### src/rtl/rsqrt_share_arb.sv
// Round-robin sharing of one fixed-latency FP16 rsqrt core among NUM_REQ requesters.
// A tag pipeline steers each result back to a response register held until accepted.
module rsqrt_share_arb #(
    parameter int NUM_REQ = 4,
    parameter int WIDTH   = 16,
    parameter int LATENCY = 8
) (
    input  logic                       clk,
    input  logic                       rst,
    input  logic [NUM_REQ-1:0]         req_valid,
    output logic [NUM_REQ-1:0]         req_ready,
    input  logic [NUM_REQ*WIDTH-1:0]   req_data,
    output logic [NUM_REQ-1:0]         resp_valid,
    input  logic [NUM_REQ-1:0]         resp_ready,
    output logic [NUM_REQ*WIDTH-1:0]   resp_data,
    output logic                       core_in_valid,
    output logic [WIDTH-1:0]           core_in_data,
    input  logic                       core_out_valid,
    input  logic [WIDTH-1:0]           core_out_data,
    output logic                       busy,
    output logic                       tag_err
);
    localparam int IDW = (NUM_REQ > 1) ? $clog2(NUM_REQ) : 1;
    localparam int BW  = $clog2(LATENCY + 1);

    logic [IDW-1:0]     ptr;
    logic [IDW-1:0]     gnt_idx;
    logic [IDW:0]       scan;
    logic               found;
    logic [NUM_REQ-1:0] pend;
    logic [NUM_REQ-1:0] pend_nxt;
    logic [NUM_REQ-1:0] eligible;
    logic [NUM_REQ-1:0] resp_hs;
    logic [NUM_REQ-1:0] capture;
    logic [WIDTH-1:0]   gnt_data;
    logic               tag_v  [LATENCY];
    logic [IDW-1:0]     tag_id [LATENCY];
    logic [BW-1:0]      blank_cnt;

    assign eligible = req_valid & ~pend;
    assign resp_hs  = resp_valid & resp_ready;
    assign pend_nxt = (pend | req_ready) & ~resp_hs;

    // Scan from ptr upward with wrap; found also marks a request handshake this cycle.
    always_comb begin
        found   = 1'b0;
        gnt_idx = '0;
        scan    = '0;
        for (int o = 0; o < NUM_REQ; o++) begin
            scan = {1'b0, ptr} + (IDW+1)'(o);
            if (scan >= (IDW+1)'(NUM_REQ)) begin
                scan = scan - (IDW+1)'(NUM_REQ);
            end
            if (!found && eligible[scan[IDW-1:0]]) begin
                found   = 1'b1;
                gnt_idx = scan[IDW-1:0];
            end
        end
        if (rst) begin
            found = 1'b0;
        end
    end

    always_comb begin
        req_ready = '0;
        gnt_data  = '0;
        for (int i = 0; i < NUM_REQ; i++) begin
            if (found && gnt_idx == IDW'(i)) begin
                req_ready[i] = 1'b1;
                gnt_data     = req_data[i*WIDTH +: WIDTH];
            end
        end
    end

    always_comb begin
        capture = '0;
        for (int k = 0; k < NUM_REQ; k++) begin
            if (tag_v[LATENCY-1] && tag_id[LATENCY-1] == IDW'(k)) begin
                capture[k] = 1'b1;
            end
        end
    end

    always_ff @(posedge clk) begin
        if (rst) begin
            ptr           <= '0;
            pend          <= '0;
            busy          <= 1'b0;
            resp_valid    <= '0;
            resp_data     <= '0;
            core_in_valid <= 1'b0;
            core_in_data  <= '0;
            tag_err       <= 1'b0;
            blank_cnt     <= BW'(LATENCY);
            for (int s = 0; s < LATENCY; s++) begin
                tag_v[s]  <= 1'b0;
                tag_id[s] <= '0;
            end
        end else begin
            pend          <= pend_nxt;
            busy          <= |pend_nxt;
            core_in_valid <= found;
            if (found) begin
                core_in_data <= gnt_data;
                ptr          <= (gnt_idx == IDW'(NUM_REQ - 1)) ? '0 : gnt_idx + IDW'(1);
            end
            tag_v[0]  <= found;
            tag_id[0] <= gnt_idx;
            for (int s = 1; s < LATENCY; s++) begin
                tag_v[s]  <= tag_v[s-1];
                tag_id[s] <= tag_id[s-1];
            end
            resp_valid <= (resp_valid & ~resp_hs) | capture;
            for (int k = 0; k < NUM_REQ; k++) begin
                if (capture[k]) begin
                    resp_data[k*WIDTH +: WIDTH] <= core_out_data;
                end
            end
            // Results from ops flushed by reset may still emerge; blank the check meanwhile.
            if (blank_cnt != '0) begin
                blank_cnt <= blank_cnt - BW'(1);
            end else if (core_out_valid != tag_v[LATENCY-1]) begin
                tag_err <= 1'b1;
            end
        end
    end
endmodule

### config.mk
export PLATFORM = sky130hd
export DESIGN_NAME = rsqrt_share_arb
export DESIGN_NICKNAME = d
export VERILOG_FILES = /design/src/rtl/rsqrt_share_arb.sv
export SDC_FILE = /design/constraint.sdc
export NUM_CORES = 1
export LEC_CHECK = 0
export BUFFER_PORTS_ARGS = -buffer_cell sky130_fd_sc_hd__buf_2
export CORE_ASPECT_RATIO = 1.2
export CORE_MARGIN = 4
export CORE_UTILIZATION = 25
export CTS_CLUSTER_SIZE = 20
export DETAILED_ROUTE_END_ITERATION = 8
export SLEW_MARGIN = 20
export SYNTH_ARGS = -nofsm -noshare
export SYNTH_HDL_FRONTEND = slang
export SYNTH_SLANG_ARGS = --single-unit
### constraint.sdc
create_clock -name clk -period 2.7 [get_ports clk]
set_input_delay 0.54 -clock clk [delete_from_list [all_inputs] [get_ports clk]]
set_output_delay 0.54 -clock clk [all_outputs]
set_load 0.1 [all_outputs]
# Word level (Yosys, flattened, before mapping)
# Memories as Yosys holds them, arrays and structs flattened.
# Index checks and enable logic that the tools add are counted.
# word_totals
register_bits	97
latch_bits	0
mem_bits_rw	24
romBits	0
input_bits	91
out_inout_bits	91
wordCells	135
mem_count	2
# classes
add_sub_neg	9
mul	0
div	0
order_cmp	8
n_eq_ne	7
shift	0
n_mux	53
bitwise_logic	25
n_reduce_logical	19
# mem_list
name	depth	width	read_ports	rd_clocked_by_memory_dff	wr	line	text
tag_id	8	2	8	0	8	37	logic [IDW-1:0] tag_id [LATENCY];
tag_v	8	1	8	0	8	36	logic tag_v [LATENCY];
# ops
operator	n
16-bit two-way mux	4
2-bit two-way mux	17
1-bit two-way mux	28
4-bit bitwise AND	4
1-bit bitwise OR	16
2-bit by 3-bit < comparator with 1-bit output, second input constant	4
1-bit logical AND	11
3-bit >= comparator, second input constant	3
1-bit binary-select mux with 2-bit select	4
2-bit equality test, second input constant	4
4-bit inverter	2
4-bit bitwise OR	2
2-bit by 1-bit subtractor with 2-bit output, second input constant	4
2-bit by 2-bit adder with 3-bit output, second input constant	2
2-bit by 1-bit equality test with 1-bit output, second input constant	2
2-bit zero test	2
4-bit nonzero test	1
4-bit OR reduction	1
4-bit by 1-bit subtractor with 4-bit output, second input constant	1
2-bit by 1-bit adder with 3-bit output, second input constant	1
2-bit by 3-bit >= comparator with 1-bit output, second input constant	1
1-bit zero test	3
2-bit by 1-bit adder with 2-bit output, second input constant	1
2-bit AND reduction	1
2 further kinds	2

# Depth between registers and ports, before layout
# logic_depth
depth_word	20
depth_mapped	12

# Least setup slack after synthesis
# OpenSTA, ideal clock, no wires.
# synth_path
path_type	input to output
from	input req_valid[3]
to	output req_ready[3]
arrival_time_ns	3.146
setup_slack_ns	-0.986
cell_stages	7
path_buffers	1
cell_sequence	nand2b_4 -> buf_6 -> o21bai_1 -> a221oi_2 -> ha_1 -> nand2b_1 -> a41oi_1
# synth_via
elab_chain_len	16
# synth_rtl
element	line	text
start: declaration	10	input logic [NUM_REQ-1:0] req_valid,
4-bit bitwise AND (*)	40	assign eligible = req_valid & ~pend;
1-bit binary-select mux with 2-bit select	54	if (!found && eligible[scan[IDW-1:0]]) begin
1-bit two-way mux (implied by the code)	54	
1-bit two-way mux	54	
1-bit zero test	54	
1-bit logical AND	54	
1-bit two-way mux	54	
1-bit zero test	54	
1-bit logical AND	54	
1-bit two-way mux	54	
1-bit zero test	54	
1-bit logical AND	54	
2-bit two-way mux (*)	54	
named net gnt_idx[0]	27	logic [IDW-1:0] gnt_idx;
2-bit equality test (*)	68	if (found && gnt_idx == IDW'(i)) begin
1-bit logical AND (*)	68	
1-bit two-way mux (*)	68	
end: declaration	11	output logic [NUM_REQ-1:0] req_ready,
# Mark *: on every way through the listed nets, which the timed path passes. The rest lies on a longest branch. The select of a mux whose other input is x is not followed.

# Worst setup path after layout
# layout_path
from	register pend[0]
to	output req_ready[2]
# layout_via
elab_chain_len	17
# layout_rtl
element	line	text
start: declaration	30	logic [NUM_REQ-1:0] pend;
start signal: assignment	100	pend <= pend_nxt;
4-bit inverter (*)	40	
4-bit bitwise AND (*)	40	
1-bit binary-select mux with 2-bit select	54	
1-bit two-way mux (implied by the code)	54	
1-bit two-way mux	54	
1-bit zero test	54	
1-bit logical AND	54	
1-bit two-way mux	54	
[2 not listed]	--	
1-bit two-way mux	54	
1-bit zero test	54	
1-bit logical AND	54	
2-bit two-way mux (*)	54	
named net gnt_idx[0]	27	
2-bit equality test (*)	68	
1-bit logical AND (*)	68	
1-bit two-way mux (*)	68	
# Marked as above.

==> run_summary.xml <==
<?xml version="1.0" encoding="UTF-8"?>
<metrics>
  <group name="placed_design">
    <metric name="gpl.final_weighted_congestion" unit="">0.767</metric>
    <metric name="io_buffer_count" unit="">181</metric>
    <metric name="dp_hpwl" unit="um">11000</metric>
    <metric name="dp_worst_setup_slack" unit="ps">26.9</metric>
    <metric name="placed_cells" unit="">1000</metric>
  </group>
  <group name="floorplanning">
    <metric name="die-width" unit="um">136</metric>
    <metric name="core-area" unit="um^2">19100</metric>
    <metric name="die_area" unit="um^2">22000</metric>
    <metric name="floorplan.rows" unit="">55</metric>
    <metric name="floorplan.die.height" unit="um">162</metric>
    <metric name="initial_core_util" unit="%">25.7</metric>
    <metric name="boundaryPins" unit="">182</metric>
  </group>
  <group name="logic_synthesis">
    <metric name="synthDominantAreaCellType" unit="">dfxtp_1</metric>
    <metric name="synth_area_leaders" unit="">dfxtp_1, nand2_1, a21oi_1</metric>
    <metric name="syn-mean-instance-area" unit="um^2">8.31</metric>
    <metric name="netlist.area_leader.share" unit="%">48.8</metric>
    <metric name="post-synth-top-count-cell" unit="">nand2_1</metric>
    <metric name="async_flop_share" unit="%">0</metric>
    <metric name="number_of_synthesized_flops_with_an_enable_pin" unit="">0</metric>
    <metric name="netlist-cell-type-count" unit="">49</metric>
    <metric name="synth.top_cells.by_count" unit="">nand2_1, dfxtp_1, a21oi_1, nor2b_1, buf_2</metric>
    <metric name="syn-num-nets" unit="">688</metric>
    <metric name="synth_ff_type" unit="">dfxtp_1</metric>
    <metric name="ys_ff_latch" unit="">120</metric>
    <metric name="ys_warn_count" unit="">0</metric>
    <metric name="syn-instance-count" unit="">592</metric>
    <metric name="ys_seq_area_share" unit="%">48.8</metric>
    <metric name="syn_area" unit="um^2">4920</metric>
  </group>
  <group name="sta">
    <metric name="timing.final.crit_share" unit="%">102</metric>
    <metric name="final_count_of_negative_setup_slack_endpoints" unit="">2</metric>
    <metric name="maxClockFrequency" unit="MHz">364</metric>
    <metric name="fin_tns_setup" unit="ps">-48.3</metric>
    <metric name="hold_viol" unit="">0</metric>
    <metric name="clock-skew-final" unit="ps">10.0</metric>
    <metric name="report.final.slew_viol_count" unit="">0</metric>
    <metric name="postLayoutSetupSlackWorst" unit="ps">-45.7</metric>
    <metric name="worst_slew_pin_slew" unit="ps">977</metric>
    <metric name="layout_min_cycle_time" unit="ps">2750</metric>
    <metric name="whs" unit="ps">319</metric>
    <metric name="timing.max_slew.rel_slack" unit="%">34.9</metric>
    <metric name="rsz0062_at_grt" unit="">yes</metric>
  </group>
  <group name="final_layout">
    <metric name="layout-drive-gt1-share" unit="%">36.4</metric>
    <metric name="diodes" unit="">0</metric>
    <metric name="design.final.nets" unit="">866</metric>
    <metric name="non_filler_cells_in_the_finished_layout" unit="">1039</metric>
    <metric name="syn_to_final_growth" unit="%">41.6</metric>
  </group>
  <group name="route">
    <metric name="detail_route.drc_violations" unit="">0</metric>
    <metric name="wl" unit="um">15200</metric>
    <metric name="ant_nets" unit="">0</metric>
    <metric name="drt-vias-per-instance" unit="">4.46</metric>
    <metric name="routed_wire_length_per_instance" unit="um">14.6</metric>
    <metric name="detailroute.via_count" unit="">4639</metric>
    <metric name="drt-pass1-iter-count" unit="">4</metric>
    <metric name="drtIter0Drc" unit="">136</metric>
  </group>
  <group name="clock_network">
    <metric name="numClockSinks" unit="">120</metric>
    <metric name="postCtsHoldBufs" unit="">0</metric>
    <metric name="cts_tree" unit="">yes</metric>
    <metric name="cts-root-to-sink-buffers" unit="">2</metric>
    <metric name="worst_setup_hold_path_clk_slew" unit="ps">60</metric>
    <metric name="ctsHtreeMaxLevel" unit="">4</metric>
    <metric name="clock_latency" unit="ps">420</metric>
    <metric name="ctsRootBufferMaster" unit="">clkbuf_16</metric>
    <metric name="cts_inserted_buffers" unit="">17</metric>
  </group>
  <group name="status">
    <metric name="status" unit="">complete, but fails checks</metric>
    <metric name="violated_checks" unit="">setup timing</metric>
  </group>
  <group name="hold_path">
    <metric name="holdCritPathClass" unit="">in2reg</metric>
  </group>
  <group name="setup_path">
    <metric name="critical-path-max-stage-delay" unit="ps">410</metric>
    <metric name="worst-setup-path-type" unit="">reg2out</metric>
    <metric name="worstPathRequired" unit="ps">2160</metric>
    <metric name="worstPathCellList" unit="">or3b_4, a21oi_4, a221oi_4, inv_2, ha_4, nand2b_4, a41oi_4, buf_12</metric>
    <metric name="worstPathArrival" unit="ps">2210</metric>
    <metric name="timing.critical_path.fanout_max" unit="">4</metric>
    <metric name="critical_path.slowest_cell" unit="">or3b_4</metric>
    <metric name="critical_path.endpoint_type" unit="">output port</metric>
    <metric name="critical_path.startpoint_type" unit="">register</metric>
  </group>
  <group name="global_route">
    <metric name="grt_overflow_total" unit="">0</metric>
    <metric name="largest_net_degree_at_the_start_of_global_routing" unit="">92</metric>
    <metric name="number_of_antenna_violations_at_the_first_check_in_global_routing" unit="">0</metric>
    <metric name="grt_pass1_wl" unit="um">23700</metric>
    <metric name="gr-usage-all-layers" unit="%">13.7</metric>
    <metric name="first_global_vias" unit="">4522</metric>
  </group>
  <group name="job">
    <metric name="drv.max_cap_violation_count" unit="">0</metric>
  </group>
  <group name="pwr">
    <metric name="power.ir.vdd_worst" unit="mV">0.631</metric>
    <metric name="cellLeakagePower" unit="nW">2.91</metric>
    <metric name="powerDensity" unit="nW/um^2">1010</metric>
  </group>
</metrics>
## flip-flops by register name, indices dropped and copies added, names as in the netlist
signal        cells
core_in_data     16
tag_v             8
ptr               2
blank_cnt         4
resp_valid        4
pend              4
tag_err           1
busy              1
tag_id           16
resp_data        64
## where the power goes
group / switching (W) / internal (W)
logic: 0.00172 / 0.000809
registers: 0.000115 / 0.00196
clock network: 0.000893 / 0.00157
total: 0.00273 / 0.00433
## area by class of cell
class                      count  area [um^2]
clock buffer                  17          425
clock inverter                15          215
fill                        1999        12200
inverter                       5         18.8
multi-input combinational    423         2430
sequential                   120         2410
tap                          256          320
timing repair buffer         203         1150
## layer usage
| metal | vias to the layer above | track usage, % | wire length (um) |
|---|---|---|---|
| met5 | - | 0 | 0 |
| met4 | 0 | 4.95 | 257 |
| met3 | 21 | 5.17 | 1190 |
| met2 | 153 | 23.0 | 7240 |
| met1 | 2128 | 16.0 | 6510 |
| li1 | 2337 | - | - |
## worst paths after layout
kind | from | endpoint | slack [ps] | cells after the start
max | pend[0] | req_ready[2] | -50 | 8
min | resp_ready[3] | pend[3] | 320 | 2
max reg2reg | ptr[1] | core_in_data[13] | 290 | 11
min reg2reg | tag_v[1][0] | tag_v[1][1] | 430 | 1
## logic make-up after synthesis
logic type | after synthesis | synth area share (%)
AND/OR/NAND/NOR | 278 | 26.4
AO/OA/AOI/OAI | 137 | 17.4
flip-flops | 120 | 48.8
buffers and inverters | 49 | 5.47
adder cells (fa/ha/maj) | 5 | 1.27
XOR/XNOR | 2 | 0.356
multiplexers | 1 | 0.229
## through the flow
step                instance area, um^2  utilization (%)  power [W]
floorplan                          5000                -    0.00393
global placement                   6170             32.2    0.00445
detailed placement                 6170             32.2    0.00446
CTS                                6940             36.3    0.00710
global route                       6970             36.4    0.00736
finish                             6970             36.4    0.00706
## worst max-delay path: cells and delay by family (launching register included)
family          cells  cell delay [ps]
flops               1              330
buf+inv             2              340
simple gates        2              470
compound gates      3              480
fa+ha+maj           1              170
## layout by cell type (no fill, tap or decap), types with 13 or more instances in the layout
master	instances
nand2_1	180
buf_2	176
dfxtp_1	117
a21oi_1	89
nor2b_1	22
buf_4	20
clkbuf_16	17
nand3b_1	16
nor2_1	15
o221ai_1	13
## repair_timing
| action | in CTS | in global routing |
|---|---|---|
| setup endpoints to repair | 4 | 4 |
| setup buffers | 6 | 1 |
| pin swaps | 5 | 2 |
| resized for setup | 17 | 4 |
| gates cloned | 0 | 0 |
No activity file was read; power rests on OpenSTA's default activity.
